`config.mk`:
```
export PLATFORM = sky130hd
export DESIGN_NAME = hy4_s2b_flat
export DESIGN_NICKNAME = d
export VERILOG_FILES = /design/src/rtl/hy4_s2b_if.sv /design/src/rtl/hy4_s2b.sv /design/src/flat_wrapper.sv
export SDC_FILE = /design/constraint.sdc
export NUM_CORES = 1
export LEC_CHECK = 0
export ABC_AREA = 1
export CAP_MARGIN = 25
export CELL_PAD_IN_SITES_DETAIL_PLACEMENT = 1
export CELL_PAD_IN_SITES_GLOBAL_PLACEMENT = 2
export CORE_AREA = 2 2 113 115
export CTS_BUF_LIST = sky130_fd_sc_hd__clkbuf_4 sky130_fd_sc_hd__clkbuf_8
export DETAILED_ROUTE_END_ITERATION = 7
export DIE_AREA = 0 0 115 117
export GPL_TIMING_DRIVEN = 0
export PLACE_DENSITY_LB_ADDON = 0.1
export SYNTH_ARGS = -nofsm -noshare
export SYNTH_HDL_FRONTEND = slang
export SYNTH_SLANG_ARGS = --single-unit
export TNS_END_PERCENT = 20
```
`constraint.sdc`:
```
create_clock -name clk -period 3.98 [get_ports clk]
set_clock_uncertainty 0.2 [all_clocks]
set_input_delay 0.796 -clock clk [delete_from_list [all_inputs] [get_ports clk]]
set_output_delay 0.796 -clock clk [all_outputs]
set_load 0.01 [all_outputs]
```
`src/rtl/hy4_s2b_if.sv`:
```
// hy4_s2b_if: digit-serial input stream and parallel result bus of the stream-to-binary converter
interface hy4_s2b_if #(parameter int W = 16);
  logic         in_valid;
  logic         in_first;
  logic         in_n2;
  logic         in_p;
  logic         in_pp;
  logic         out_valid;
  logic [W-1:0] out_data;
  logic         out_ovf;
  logic         out_abort;
  modport master (output in_valid, in_first, in_n2, in_p, in_pp,
                  input out_valid, out_data, out_ovf, out_abort);
  modport slave (input in_valid, in_first, in_n2, in_p, in_pp,
                 output out_valid, out_data, out_ovf, out_abort);
endinterface

```
`src/rtl/hy4_s2b.sv`:
```
// hy4_s2b: collects a W-digit hybrid redundant word LSB first and emits its two's-complement value with overflow
module hy4_s2b #(
  parameter int W = 16
) (
  input logic clk,
  input logic rst,
  hy4_s2b_if.slave s
);
  localparam int CW = $clog2(W + 1);
  typedef enum logic {IDLE, ACC} state_t;
  state_t         r_state, w_next;
  logic [CW-1:0]  r_cnt, w_cnt_nx;
  logic [W-1:0]   r_p, r_pp, r_n, w_p_nx, w_pp_nx, w_n_nx;
  logic [W+2:0]   w_r;
  logic [W-1:0]   r_data;
  logic           r_valid, r_abort, r_ovf;
  logic           w_start, w_acc, w_take, w_done, w_abort;
  // a first-flagged digit always begins a new word; plain digits only count inside a word
  assign w_start  = s.in_valid & s.in_first;
  assign w_acc    = (r_state == ACC) & s.in_valid & ~s.in_first;
  assign w_take   = w_start | w_acc;
  assign w_cnt_nx = w_start ? CW'(1) : r_cnt + CW'(1);
  assign w_done   = w_acc & (w_cnt_nx == CW'(W));
  assign w_abort  = (r_state == ACC) & w_start;
  assign w_p_nx   = {s.in_p, r_p[W-1:1]};
  assign w_pp_nx  = {s.in_pp, r_pp[W-1:1]};
  assign w_n_nx   = {s.in_n2, r_n[W-1:1]};
  assign w_r      = {3'b000, w_p_nx} + {3'b000, w_pp_nx} - {2'b00, w_n_nx, 1'b0};
  always_ff @(posedge clk) begin
    if (rst) r_state <= IDLE;
    else r_state <= w_next;
  end
  always_comb begin
    w_next = r_state;
    if (r_state == IDLE) w_next = w_start ? ACC : IDLE;
    else w_next = w_done ? IDLE : ACC;
  end
  always_ff @(posedge clk) begin
    if (rst) begin
      r_cnt   <= '0;
      r_p     <= '0;
      r_pp    <= '0;
      r_n     <= '0;
      r_data  <= '0;
      r_ovf   <= 1'b0;
      r_valid <= 1'b0;
      r_abort <= 1'b0;
    end else begin
      r_valid <= w_done;
      r_abort <= w_abort;
      if (w_take) begin
        r_p   <= w_p_nx;
        r_pp  <= w_pp_nx;
        r_n   <= w_n_nx;
        r_cnt <= w_done ? '0 : w_cnt_nx;
      end
      if (w_done) begin
        r_data <= w_r[W-1:0];
        r_ovf  <= ~(&w_r[W+2:W-1] | ~|w_r[W+2:W-1]);
      end
    end
  end
  assign s.out_valid = r_valid;
  assign s.out_abort = r_abort;
  assign s.out_data  = r_data;
  assign s.out_ovf   = r_ovf;
endmodule

```
`src/flat_wrapper.sv`:
```
// flat-port wrapper written by rule: the top's interface ports become plain ports
module hy4_s2b_flat 
#(
  parameter int W = 16
)
  (clk, rst, s_in_valid, s_in_first, s_in_n2, s_in_p, s_in_pp, s_out_valid, s_out_data, s_out_ovf, s_out_abort);
  hy4_s2b_if #(.W(W)) s_i ();
  input logic clk;
  input logic rst;
  input wire logic [$bits(s_i.in_valid)-1:0] s_in_valid;
  input wire logic [$bits(s_i.in_first)-1:0] s_in_first;
  input wire logic [$bits(s_i.in_n2)-1:0] s_in_n2;
  input wire logic [$bits(s_i.in_p)-1:0] s_in_p;
  input wire logic [$bits(s_i.in_pp)-1:0] s_in_pp;
  output wire logic [$bits(s_i.out_valid)-1:0] s_out_valid;
  output wire logic [$bits(s_i.out_data)-1:0] s_out_data;
  output wire logic [$bits(s_i.out_ovf)-1:0] s_out_ovf;
  output wire logic [$bits(s_i.out_abort)-1:0] s_out_abort;
  assign s_i.in_valid = s_in_valid;
  assign s_i.in_first = s_in_first;
  assign s_i.in_n2 = s_in_n2;
  assign s_i.in_p = s_in_p;
  assign s_i.in_pp = s_in_pp;
  assign s_out_valid = s_i.out_valid;
  assign s_out_data = s_i.out_data;
  assign s_out_ovf = s_i.out_ovf;
  assign s_out_abort = s_i.out_abort;
  hy4_s2b #(.W(W)) u_core (.clk(clk), .rst(rst), .s(s_i));
endmodule
```
==> impl_metrics.ini, run 1 <==
[worst_setup_path]
cp-start-kind = flip-flop
timing_worst_setup_path_type = reg -> reg
path_common_cell = nand2_1
cp_data_required_time_ns = 4.03
cp.arrival_ns = 3.67
cp_slowest_stage_delay_ns = 0.40
cp_cell_sequence = ha_1 -> inv_1 -> fa_1 -> o21a_1 -> o21ai_2 -> nand3_1 -> nand2_1 -> nand3_1 -> nand2_1 -> xor2_1 -> ha_1 -> nand2_1 -> inv_1 -> nand2_1 -> nand2_1 -> a21oi_2 -> buf_4 -> nand3_1 -> nand2_1 -> nand3_1 -> nand3_1 -> a21oi_1
cp_max_fo = 5
end_kind = flip-flop
crit_slowest_cell = fa_1

[drt]
wl_microns = 11660
first_iter_violations = 93
avgRoutedWirePerCell_microns = 14.78
drt_drc_violations_left = 0
via_per_inst = 4.907
ant_nets = 0
drt-pass1-iter-count = 4
via_count = 3872

[logic_synthesis]
ys_seq_area_frac = 0.3347
ys_warn_count = 0
synth_top_area_cell = dfxtp_1
synth_top_cells_by_area = dfxtp_1, ha_1, nand2_1
netlist_instances = 596
synth_nets = 638
ys_async_sr_fraction = 0
synth_top_area_share = 0.3347
synthFlopType = dfxtp_1
synth.most_common_cell = nand2_1
ys_types = 35
synth_edf_count = 0
synth_area_sq_mm = 0.004187
syn_area_per_cell_sq_um = 7.024
ys_top_cells_by_count = nand2_1, nor2_1, dfxtp_1, inv_1, o21ai_0
ys_ff_latch = 70

[floorplan]
ios = 26
core_area_sq_mm = 0.01231
dieArea_sq_mm = 0.01346
initial_utilization = 0.3400
die_width_microns = 115
fp.dieH_microns = 117
rows = 41

[placement]
dp_hpwl_microns = 9501
gp_congestion = 0.8219
port_buffers = 25

[clock_network]
clk_latency_ns = 0.37
clock-sinks = 70
clock_tree.root_cell = clkbuf_8
ctsLongestPathBuffers = 2
cts.reportedPaths.clkPinSlew_ns = 0.08
cts_tree = built
h-tree-depth = 3
numCtsBuffers = 9

[sta]
setup_tns_ns = 0
fin_crit_ns = 3.622
fin_crit_sh = 0.9100
rsz0062_at_grt = false
setup_viol = 0
worst_slew_pin_slew_ns = 0.6788
max_freq_mhz = 276.1
relSlewSlack = 0.5474
drv_slew = 0
final-hold-violation-count = 0

[pwr]
power_density_mw_per_mm2 = 445.1
p_total_w = 0.002175
leakagePower_nw = 2.213
vdd_drop_max_mv = 0.2412

[run]
maxCapViolCount = 0

[global_routing]
grt_use_total = 0.1855
antenna_found_initial = 0
grt_max_degree = 13
grt_pass1_vias = 4021
grt_pass1_wl_microns = 19290
overflow = 0

[run_status]
status = finished, final reports clean

[layout]
drive_gt1_frac = 0.06886
area_delta_synth_final_pct = 16.71
utilization = 0.3969
diodes = 0
fillCellCount = 1573
fin_nets = 676

[min_path]
worstHoldPathType = reg -> reg
==> critical path, delay by kind of cell (launching register included) <==
| family | cells | cell delay (ns) |
|---|---|---|
| AO/OA/AOI/OAI | 4 | 0.70 |
| AND/OR/NAND/NOR | 11 | 0.93 |
| XOR/XNOR | 1 | 0.17 |
| buffers and inverters | 3 | 0.27 |
| flip-flops | 1 | 0.34 |
| adder cells (fa/ha/maj) | 3 | 0.88 |
==> state kept, by name (all words and copies together), names as in the netlist <==
register	cells
u_core.s.out_valid	1
u_core.s.out_data	16
u_core.r_n	15
u_core.r_p	15
u_core.r_pp	15
u_core.s.out_ovf	1
u_core.r_cnt	5
u_core.s.out_abort	1
u_core.r_state	1
==> metal layers <==
layer,vias to the layer above,track usage,wire [microns]
li1,2021,-,-
met1,1808,0.2281,5591
met2,33,0.3290,5680
met3,10,0.03708,240
met4,0,0.05542,146
met5,-,0,0
==> cells in the final DEF, fill, tap and decap left out, types with 5 or more instances in the layout <==
cell             count
clkbuf_1            13
a31oi_1              5
inv_1               67
nand2_1            105
dfxtp_1             70
ha_1                33
a21oi_2              8
o21ai_0             60
clkdlybuf4s50_1     25
nor2_1              81
a21oi_1             53
xor2_1              12
xnor2_1             13
o21ai_1              7
nand3_1             22
clkbuf_8             9
o21bai_1             7
==> stage by stage <==
step                hold slack [ns]  cell area [sq um]  instances  setup slack [ns]
CTS                          0.2774               4861        787            0.2009
detailed placement           0.2645               4624        771            0.2454
finish                       0.2720               4886        789            0.3583
global route                 0.3149               4886        789           0.01390
global placement             0.2546               4624        771            0.2723
floorplan                    0.2466               4187        596            0.8302
==> final cells by class <==
class                           instances  area (sq um)  area share
Inverter                               71         266.5     0.05455
Tap cell                              150         187.7     0.03841
Sequential cell                        70          1401      0.2868
Buffer                                 19         101.3     0.02074
Timing Repair Buffer                   27         265.3     0.05429
Clock buffer                            9         123.9     0.02535
Multi-Input combinational cell        436          2427      0.4968
Clock inverter                          7         112.6     0.02305
==> kinds of logic (layout without fill, tap and decap cells) <==
logic type | count (synthesis) | after routing | synth area share
simple gates | 228 | 228 | 0.2233
compound gates | 148 | 148 | 0.1937
buf+inv | 90 | 133 | 0.08786
flops | 70 | 70 | 0.3347
fa+ha+maj | 35 | 35 | 0.1082
xor+xnor | 25 | 25 | 0.05230
==> worst paths after layout <==
check | start | endpoint | slack [ns] | depth (start not counted)
max | u_core.r_pp[1]$_SDFFE_PP0P_ | u_core.s.out_ovf$_SDFFE_PP0P_ | 0.36 | 22
min | u_core.s.out_ovf$_SDFFE_PP0P_ | u_core.s.out_ovf$_SDFFE_PP0P_ | 0.27 | 2
max reg2reg | u_core.r_pp[1]$_SDFFE_PP0P_ | u_core.s.out_ovf$_SDFFE_PP0P_ | 0.36 | 22
min reg2reg | u_core.s.out_ovf$_SDFFE_PP0P_ | u_core.s.out_ovf$_SDFFE_PP0P_ | 0.27 | 2
==> where the power goes <==
| group | switching, W | internal (W) | leakage, nW |
|---|---|---|---|
| Sequential | 0.0000261 | 0.000738 | 0.573 |
| Clock | 0.000294 | 0.000413 | 0.119 |
| Combinational | 0.000450 | 0.000254 | 1.52 |
| Total | 0.000770 | 0.00140 | 2.21 |
==> timing repair <==
action	CTS	global route
gates resized for setup	0	3
setup endpoints to repair	0	2
setup buffers	0	2
hold buffers	0	0
(Power assumes the default switching activity.)
==> inputs of run 2 (changes only) <==
--- a/config.mk
+++ b/config.mk
@@ -9,10 +9,11 @@
 export CAP_MARGIN = 25
 export CELL_PAD_IN_SITES_DETAIL_PLACEMENT = 1
 export CELL_PAD_IN_SITES_GLOBAL_PLACEMENT = 2
-export CORE_AREA = 2 2 113 115
+export CORE_AREA = 2 2 108 110
 export CTS_BUF_LIST = sky130_fd_sc_hd__clkbuf_4 sky130_fd_sc_hd__clkbuf_8
 export DETAILED_ROUTE_END_ITERATION = 7
-export DIE_AREA = 0 0 115 117
+export DIE_AREA = 0 0 110 112
+export DONT_BUFFER_PORTS = 1
 export GPL_TIMING_DRIVEN = 0
 export PLACE_DENSITY_LB_ADDON = 0.1
 export SYNTH_ARGS = -nofsm -noshare
==> impl_metrics.ini, run 2 (same netlist as run 1, synthesis figures left out) <==
[clock_network]
ctsLongestPathBuffers = 2
clock_tree.root_cell = clkbuf_8
cts.reportedPaths.clkPinSlew_ns = 0.07
numCtsBuffers = 9
clk_latency_ns = 0.37
cts_tree = built
h-tree-depth = 3
clock-sinks = 70

[sta]
whs_ns = 0.2784
rsz0062_at_grt = false
final-hold-violation-count = 0
setup_tns_ns = 0
setup_viol = 0
relSlewSlack = 0.5587
max_freq_mhz = 276.7
worst_slew_pin_slew_ns = 0.6619
fin_crit_sh = 0.9080
fin_crit_ns = 3.614
drv_slew = 0

[global_routing]
grt_pass1_wl_microns = 18620
grt_use_total = 0.1966
antenna_found_initial = 0
grt_max_degree = 12
gr-usage-met1 = 0.2462
met2_usage = 0.3231
overflow = 0
grt_pass1_vias = 3927
top_usage_layer = met2
grt_use_met3 = 0.04215

[layout]
final_common_cell = nand2_1
layout.cells.non_filler = 756
final_cell_mix = nand2_1, nor2_1, dfxtp_1
fin_area_sq_mm = 0.004619
drive_gt1_frac = 0.07015
area_delta_synth_final_pct = 10.34
fin_nets = 650
largest_reg_flops = 16
diodes = 0

[floorplan]
die_width_microns = 110
ios = 26
dieArea_sq_mm = 0.01232
initial_utilization = 0.3747
fp.dieH_microns = 112
rows = 39
core_area_sq_mm = 0.01117

[pwr]
leakagePower_nw = 2.114
vdd_drop_max_mv = 0.2389
p_total_w = 0.002093
power_density_mw_per_mm2 = 453.0

[worst_setup_path]
end_kind = flip-flop
reg2reg_slack_ns = 0.37
cp_max_fo = 5
cp_data_required_time_ns = 4.08
timing_worst_setup_path_type = reg -> reg
cp-start-kind = flip-flop
cp.arrival_ns = 3.71

[drt]
drt_drc_violations_left = 0
first_iter_violations = 143
drt-pass1-iter-count = 6
via_per_inst = 5.126
wl_microns = 11410
avgRoutedWirePerCell_microns = 15.09
via_count = 3875
ant_nets = 0

[run]
maxCapViolCount = 0

[placement]
place_inst = 739
gp_congestion = 0.8486
dp_hpwl_microns = 9243
place_area_sq_mm = 0.004365
port_buffers = 0

[min_path]
worstHoldPathType = reg -> reg

[run_status]
status = finished, final reports clean
run 2: final cells by class:
class | instances | area, sq um
repair buffers | 1 | 7.507
flip-flops and latches | 70 | 1401
clock buffers | 14 | 186.4
well taps | 143 | 178.9
fillers | 1422 | 6555
inverters | 71 | 266.5
clock inverters | 2 | 37.54
multi-input cells | 436 | 2440
plain buffers | 19 | 101.3
run 2: per-layer routing:
metal,up-vias,wire (microns)
met3,19,346
li1,1973,-
met5,-,0
met4,0,264
met1,1835,5377
met2,48,5418
run 2: stage by stage:
step,utilization,setup WS (ns)
floorplan,-,0.8302
global placement,0.3907,0.2921
CTS,0.4107,0.1817
global route,0.4134,0.003724
finish,0.4134,0.3660
detailed placement,0.3907,0.2305
run 2: path summary, 6_finish.rpt:
path,from,to,depth (start not counted)
hold reg to reg,u_core.r_n[15]$_SDFFE_PP0P_,u_core.r_n[15]$_SDFFE_PP0P_,2
setup reg to reg,u_core.r_pp[1]$_SDFFE_PP0P_,u_core.s.out_ovf$_SDFFE_PP0P_,22
setup / recovery,u_core.r_pp[1]$_SDFFE_PP0P_,u_core.s.out_ovf$_SDFFE_PP0P_,22
hold / removal,u_core.r_n[15]$_SDFFE_PP0P_,u_core.r_n[15]$_SDFFE_PP0P_,2
run 2: power breakdown:
part           switching [W]  internal (W)
Clock               0.000273      0.000365
Sequential         0.0000263      0.000738
Combinational       0.000444      0.000246
Total               0.000743       0.00135
run 2: repair_timing:
action	in CTS	in global routing
resized for setup	0	4
hold buffers	0	0
endpoints found under the hold margin	0	0
setup endpoints to repair	0	2
setup buffers	0	1
run 2: critical path, cell delays in order, from the launching register on:
cell	delay, ns
dfxtp_1	0.35
ha_1	0.18
inv_1	0.06
fa_1	0.41
o21a_1	0.25
o21ai_4	0.17
nand3_1	0.09
nand2_1	0.12
nand3_1	0.08
nand2_1	0.11
xor2_2	0.17
ha_1	0.29
nand2_1	0.08
inv_1	0.08
nand2_1	0.07
nand2_1	0.08
a21oi_2	0.21
nand2_1	0.09
nand2_1	0.07
nand2_1	0.09
nand3_1	0.10
nand3_1	0.08
a21oi_1	0.14
